`src/rtl/control_unit.sv`:
```
// -----------------------------------------------------------------------------
// k_and_s_pkg / control_unit
//
// Multi-cycle control FSM for the K&S processor. It fetches each instruction,
// waits one cycle for the IR decode to settle, then sequences load, store,
// move, ALU, branch and halt execution by driving every enable/select line of
// data_path. It also owns the RAM write strobe and the processor halt status.
//
// Parameters
//   MEM_LATENCY        cycles from ram_addr stable to data_in valid (>= 1)
//
// Ports
//   clk                 in   system clock, rising edge
//   rst_n               in   asynchronous active-low reset
//   decoded_instruction in   current IR decode from data_path
//   zero_op, neg_op     in   registered flags from data_path
//   unsigned_overflow   in   reserved, unused
//   signed_overflow     in   reserved, unused
//   branch              out  PC load select (1 = operand, 0 = increment)
//   pc_enable           out  PC update strobe
//   ir_enable           out  IR capture strobe
//   addr_sel            out  RAM address source (1 = PC, 0 = operand)
//   c_sel               out  register write source (0 = ALU, 1 = data_in)
//   operation           out  ALU op: 00 OR, 01 ADD, 10 SUB, 11 AND
//   write_reg_enable    out  register bank write strobe
//   flags_reg_enable    out  flag register update strobe
//   ram_write_enable    out  RAM write strobe
//   halt                out  high once HALT executes
//
// Handshake: there is no valid/ready pair here; every output is a
// combinational function of the registered state, the wait counter, the
// current decode and the flags, and is consumed by data_path on the next
// rising edge of clk.
// -----------------------------------------------------------------------------

package k_and_s_pkg;

    typedef enum logic [3:0] {
        I_NOP    = 4'd0,
        I_LOAD   = 4'd1,
        I_STORE  = 4'd2,
        I_MOVE   = 4'd3,
        I_ADD    = 4'd4,
        I_SUB    = 4'd5,
        I_AND    = 4'd6,
        I_OR     = 4'd7,
        I_BRANCH = 4'd8,
        I_BZERO  = 4'd9,
        I_BNZERO = 4'd10,
        I_BNEG   = 4'd11,
        I_BNNEG  = 4'd12,
        I_HALT   = 4'd13
    } decoded_instruction_type;

endpackage

module control_unit
    import k_and_s_pkg::*;
#(
    parameter int MEM_LATENCY = 1
) (
    input  logic                    clk,
    input  logic                    rst_n,
    input  decoded_instruction_type decoded_instruction,
    input  logic                    zero_op,
    input  logic                    neg_op,
    input  logic                    unsigned_overflow,
    input  logic                    signed_overflow,
    output logic                    branch,
    output logic                    pc_enable,
    output logic                    ir_enable,
    output logic                    addr_sel,
    output logic                    c_sel,
    output logic [1:0]              operation,
    output logic                    write_reg_enable,
    output logic                    flags_reg_enable,
    output logic                    ram_write_enable,
    output logic                    halt
);

    localparam int WCNT_W = $clog2(MEM_LATENCY + 1);
    localparam logic [WCNT_W-1:0] WCNT_LAST = WCNT_W'(MEM_LATENCY - 1);

    typedef enum logic [2:0] {
        S_FETCH  = 3'd0,
        S_DECODE = 3'd1,
        S_LOAD   = 3'd2,
        S_STORE  = 3'd3,
        S_MOVE   = 3'd4,
        S_ALU    = 3'd5,
        S_BRANCH = 3'd6,
        S_HALT   = 3'd7
    } state_t;

    state_t              state;
    state_t              state_next;
    logic [WCNT_W-1:0]   wcnt;
    logic [WCNT_W-1:0]   wcnt_next;
    logic                wait_last;
    logic                branch_taken;

    // Overflow flags are reserved for future conditional branches.
    logic unused_overflow;
    assign unused_overflow = unsigned_overflow ^ signed_overflow;

    assign wait_last = (wcnt == WCNT_LAST);

    // -------------------------------------------------------------------------
    // State register
    // -------------------------------------------------------------------------
    always_ff @(posedge clk or negedge rst_n) begin
        if (!rst_n) begin
            state <= S_FETCH;
            wcnt  <= '0;
        end else begin
            state <= state_next;
            wcnt  <= wcnt_next;
        end
    end

    // -------------------------------------------------------------------------
    // Branch condition, evaluated against the flags registered by the most
    // recent ALU instruction.
    // -------------------------------------------------------------------------
    always_comb begin
        branch_taken = 1'b0;
        case (decoded_instruction)
            I_BRANCH: branch_taken = 1'b1;
            I_BZERO:  branch_taken = zero_op;
            I_BNZERO: branch_taken = ~zero_op;
            I_BNEG:   branch_taken = neg_op;
            I_BNNEG:  branch_taken = ~neg_op;
            default:  branch_taken = 1'b0;
        endcase
    end

    // -------------------------------------------------------------------------
    // Next state, wait counter and outputs
    // -------------------------------------------------------------------------
    always_comb begin
        state_next       = state;
        wcnt_next        = '0;
        branch           = 1'b0;
        pc_enable        = 1'b0;
        ir_enable        = 1'b0;
        addr_sel         = 1'b1;
        c_sel            = 1'b0;
        operation        = 2'b00;
        write_reg_enable = 1'b0;
        flags_reg_enable = 1'b0;
        ram_write_enable = 1'b0;
        halt             = 1'b0;

        case (state)
            S_FETCH: begin
                addr_sel = 1'b1;
                if (wait_last) begin
                    ir_enable  = 1'b1;
                    pc_enable  = 1'b1;
                    branch     = 1'b0;
                    state_next = S_DECODE;
                end else begin
                    wcnt_next = wcnt + WCNT_W'(1);
                end
            end

            S_DECODE: begin
                case (decoded_instruction)
                    I_LOAD:   state_next = S_LOAD;
                    I_STORE:  state_next = S_STORE;
                    I_MOVE:   state_next = S_MOVE;
                    I_ADD,
                    I_SUB,
                    I_AND,
                    I_OR:     state_next = S_ALU;
                    I_BRANCH,
                    I_BZERO,
                    I_BNZERO,
                    I_BNEG,
                    I_BNNEG:  state_next = S_BRANCH;
                    I_HALT:   state_next = S_HALT;
                    // NOP and unknown encodings return straight to fetch.
                    default:  state_next = S_FETCH;
                endcase
            end

            S_LOAD: begin
                addr_sel = 1'b0;
                if (wait_last) begin
                    c_sel            = 1'b1;
                    write_reg_enable = 1'b1;
                    state_next       = S_FETCH;
                end else begin
                    wcnt_next = wcnt + WCNT_W'(1);
                end
            end

            S_STORE: begin
                addr_sel         = 1'b0;
                ram_write_enable = 1'b1;
                state_next       = S_FETCH;
            end

            S_MOVE: begin
                // ALU in OR mode passes the source register through; flags
                // are deliberately left untouched.
                c_sel            = 1'b0;
                operation        = 2'b00;
                write_reg_enable = 1'b1;
                state_next       = S_FETCH;
            end

            S_ALU: begin
                c_sel            = 1'b0;
                write_reg_enable = 1'b1;
                flags_reg_enable = 1'b1;
                case (decoded_instruction)
                    I_ADD:   operation = 2'b01;
                    I_SUB:   operation = 2'b10;
                    I_AND:   operation = 2'b11;
                    default: operation = 2'b00;
                endcase
                state_next = S_FETCH;
            end

            S_BRANCH: begin
                if (branch_taken) begin
                    pc_enable = 1'b1;
                    branch    = 1'b1;
                    addr_sel  = 1'b0;
                end
                state_next = S_FETCH;
            end

            S_HALT: begin
                halt       = 1'b1;
                state_next = S_HALT;
            end

            default: begin
                state_next = S_FETCH;
            end
        endcase

        // While reset is held the state register sits in FETCH with wcnt=0,
        // which for MEM_LATENCY=1 would decode as a fetch strobe; force the
        // idle output pattern instead.
        if (!rst_n) begin
            branch           = 1'b0;
            pc_enable        = 1'b0;
            ir_enable        = 1'b0;
            addr_sel         = 1'b1;
            c_sel            = 1'b0;
            operation        = 2'b00;
            write_reg_enable = 1'b0;
            flags_reg_enable = 1'b0;
            ram_write_enable = 1'b0;
            halt             = 1'b0;
        end
    end

endmodule
```
`config.mk`:
```
export PLATFORM = sky130hd
export DESIGN_NAME = control_unit
export DESIGN_NICKNAME = d
export VERILOG_FILES = /design/src/rtl/control_unit.sv
export SDC_FILE = /design/constraint.sdc
export NUM_CORES = 1
export LEC_CHECK = 0
export ABC_AREA = 1
export CORE_AREA = 3 3 40 42
export DETAILED_ROUTE_END_ITERATION = 12
export DIE_AREA = 0 0 43 45
export PLACE_DENSITY = 0.63
export SKIP_LAST_GASP = 1
export SLEW_MARGIN = 5
export SYNTH_ARGS = -nofsm -noshare
export SYNTH_HDL_FRONTEND = slang
export SYNTH_SLANG_ARGS = --single-unit
```
`constraint.sdc`:
```
create_clock -name clk -period 1.3 [get_ports clk]
set_clock_uncertainty 0.1 [all_clocks]
set_input_delay 0.13 -clock clk [delete_from_list [all_inputs] [get_ports clk]]
set_output_delay 0.13 -clock clk [all_outputs]
set_load 0.05 [all_outputs]
```
==> flow_summary.yaml <==
run_status:
  outcome: "finished with violations"
  violations: "negative setup slack"
worst_setup_path:
  arrival_ns: 1.36
  path_class: "reg -> out"
  required_ns: 1.07
  path_max_fanout: 5
  cp-end-kind: "output pin"
  startpoint_type: "register"
timing:
  post-route-period-util_pct: 123
  maxSlewViolCount: 0
  finalHoldViolations: 0
  tightestPinTransition_ns: 0.268
  setup_slack_ns: -0.294
  period_needed_ns: 1.59
  slew_headroom_pct: 82.4
  setup_viol: 11
  max_freq_ghz: 0.627
  holdWs_ns: 0.288
  rsz0062_at_grt: "yes"
synth:
  synth_cell_types: 15
  synth_most_common_cell: "inv_1"
  synth_edf_count: 0
  syn_nets: 71
  ys_ff_latch: 3
  synthArstFlopShare_pct: 100
  avgSynthCellArea_sq_um: 6.32
  yosysSeqAreaShare_pct: 20.8
  yosys-top-cells-count: "inv_1 (10), nand2_1 (8), nor2_1 (8)"
  synth_cells: 57
  ys_warn_count: 0
  synth_area_leaders: "dfrtp_1 (21%), ha_1 (14%), inv_1 (10%)"
  ys.flop_type: "dfrtp_1"
  synth_top_area_share_pct: 20.8
  netlist_area_sq_um: 360
  yosysTopAreaCell: "dfrtp_1"
global_routing:
  grt_max_degree: 7
  grt_pass1_vias: 487
  antenna_found_initial: 0
  grt_usage_pct: 12.8
  grt_overflow_total: 0
  grt_pass1_wl_um: 1830
final_layout:
  antenna_cells: 0
  regMostFlops: "state"
  layout-drive-gt1-share_pct: 52.9
  fill_cells: 88
  final_cell_area_sq_um: 928
  top_regs: "state x3"
  area_growth_syn_to_layout_pct: 158
  largest_reg_flops: 3
  nets: 117
  fin_cells: 117
  multi_input_area_sq_um: 309
  register_area_sq_um: 75.1
floorplan:
  fp.coreArea_sq_um: 1280
  die_w_um: 43
  io_pins: 21
  die_h_um: 45
  initial_utilization_pct: 28.0
  dieArea_sq_um: 1940
  rows: 13
place:
  dpl.hpwl_um: 940
  gp_congestion: 0.777
  port_buffers: 18
  place_area_sq_um: 846
  placed_cells: 108
route:
  post_drt_wl_per_cell_um: 9.48
  vias: 527
  drt_wl_total_um: 1110
  drtAntennaViolNets: 0
  avgViaCountPerCell: 4.50
  post-route-drc-count: 0
  first_iter_violations: 6
  firstDrtPassIters: 4
clock_network:
  root_buffer: "clkbuf_4"
  clk_pin_slew_ns: 0.04
  cts_tree: "done"
  h-tree-depth: 1
  cts-buffers-inserted: 3
  clock_sinks: 3
  cts.path.max_buffers: 2
  clk_latency_ns: 0.23
power:
  p_leak_nw: 0.447
  pwr_density_cell_nw_per_um2: 388
  vdd.ir_drop.worst_v: 0.000399
run:
  max_cap_viol_count: 0
min_path:
  hp-class: "in -> reg"
[final cells by class]
| class | instances | area share [%] |
|---|---|---|
| Timing Repair Buffer | 41 | 48.9 |
| Multi-Input combinational cell | 42 | 33.3 |
| Sequential cell | 3 | 8.09 |
| Inverter | 12 | 4.85 |
| Clock buffer | 4 | 2.83 |
| Tap cell | 15 | 2.02 |
[worst paths after layout]
kind	start	endpoint	slack, ns	depth (start not counted)
max in group asynchronous	rst_n	state[0]$_DFF_PN0_	0.50	3
hold reg to reg	state[2]$_DFF_PN0_	state[1]$_DFF_PN0_	0.61	2
setup / recovery	state[1]$_DFF_PN0_	operation[0]	-0.29	6
setup reg to reg	state[2]$_DFF_PN0_	state[2]$_DFF_PN0_	0.12	4
min in group asynchronous	rst_n	state[1]$_DFF_PN0_	0.50	3
hold / removal	decoded_instruction[1]	state[1]$_DFF_PN0_	0.29	4
[kinds of logic after synthesis]
group,synth area share (%)
simple gates,38.5
buf+inv,12.5
compound gates,14.2
fa+ha+maj,13.9
flops,20.8
[metrics by stage]
step | util, % | total power [W] | TNS [ns] | setup WS, ns
2_1_floorplan | - | 0.000134 | -1.76 | -0.449
3_3_place_gp | 65.8 | 0.000199 | -4.10 | -0.513
3_5_place_dp | 65.8 | 0.000201 | -4.20 | -0.533
4_1_cts | 70.8 | 0.000365 | -2.62 | -0.295
5_1_grt | 72.2 | 0.000394 | -3.55 | -0.379
6_report | 72.2 | 0.000361 | -2.57 | -0.294
[layer usage]
layer | GRT usage (%) | part of all wire (%) | vias up
li1 | - | - | 279
met3 | 3.59 | 5.7 | 0
met2 | 24.3 | 53 | 17
met1 | 12.3 | 41 | 231
met5 | 0 | 0 | -
met4 | 7.23 | 0 | 0
[power breakdown]
group          switching [W]  internal (W)
clock network      0.0000453      0.000115
logic              0.0000520     0.0000546
registers                  0     0.0000940
total              0.0000973      0.000263
[critical path, cell delays in order, from the launching register on]
cell and delay [ns]:
dfrtp_1 0.41, inv_2 0.08, nand2_2 0.06, nor3_4 0.14
nand2_2 0.12, a21oi_4 0.16, buf_12 0.15
[what timing repair did]
item,in CTS,in global routing
gates resized for setup,12,2
pin swaps,4,1
setup buffers,2,2
setup endpoints to repair,12,12
hold endpoints to repair,3,0
hold buffers,1,0
[placed cells by master, fill, tap and decap left out, types with 2 or more instances in the layout]
cell type and n:
a21oi_4 2, buf_12 9, buf_4 20, buf_6 4, clkbuf_4 3, clkdlybuf4s15_1 2
clkdlybuf4s50_1 4, dfrtp_1 3, ha_1 4, inv_1 9, inv_2 3, nand2_1 6
nand2_2 3, nand3_1 6, nor2_1 2, nor2_2 4, nor2_4 2, o21ai_0 2
o21ai_1 3
(Power assumes the default switching activity.)
==> edit: new RTL, config.mk and constraints unchanged <==
The 8 states of `state_t` get a one-hot encoding in 8 bits.
--- a/src/rtl/control_unit.sv
+++ b/src/rtl/control_unit.sv
@@ -83,11 +83,11 @@
 
-    typedef enum logic [2:0] {
-        S_FETCH  = 3'd0,
-        S_DECODE = 3'd1,
-        S_LOAD   = 3'd2,
-        S_STORE  = 3'd3,
-        S_MOVE   = 3'd4,
-        S_ALU    = 3'd5,
-        S_BRANCH = 3'd6,
-        S_HALT   = 3'd7
+    typedef enum logic [7:0] {
+        S_FETCH  = 8'b00000001,
+        S_DECODE = 8'b00000010,
+        S_LOAD   = 8'b00000100,
+        S_STORE  = 8'b00001000,
+        S_MOVE   = 8'b00010000,
+        S_ALU    = 8'b00100000,
+        S_BRANCH = 8'b01000000,
+        S_HALT   = 8'b10000000
     } state_t;
Behaviour: same outputs for any inputs over 10 cycles, from zero or initial values and one cycle with rst_n low; not proved beyond that.
==> edit against the original RTL <==
- the flow now stops in 3_5_place_dp
- synthesized area rose by 92%
==> edit: results (changes against the original RTL) <==
Seq/Total Area, Yosys: 29.1% (+8.3 points)
distinct cell type count after synthesis: 24 (+9)
syn avg cell area: 7.21 µm² (+14%)
synth cell count leaders: nand2_1, nor2_1, inv_2
error message: [ERROR DPL-0033] detailed placement checks failed during check placement.
synth top area cells: dfrtp_1, nand2_1, nand2_4, nor2_1, inv_2
I/O Buffers: 18 (unchanged)
Post-Synthesis Net Count: 106 (+49%)
YS warnings: 0 (unchanged)
Synth async-reset ratio: 100% (unchanged)
Cell Rows: 13 (unchanged)
#FFs+latches synth: 8 (+5)
Placer Congestion: 0.836 (+7.6%)
Top FF cell, synth: dfrtp_1
post-DP HPWL: 2800 µm (+200%)
status: did not finish
Exit stage: 3_5_place_dp
-- edit: metrics by stage --
step / worst slack (ns) / setup TNS (ns)
3_3_place_gp: -0.322 / -2.68
2_1_floorplan: -0.194 / -0.841
-- edit: cell families after synthesis --
kind of cell | count (synthesis) | synth area share, %
AO/OA/AOI/OAI | 8 | 7.42
AND/OR/NAND/NOR | 62 | 53.7
buffers and inverters | 18 | 9.77
flip-flops | 8 | 29.1
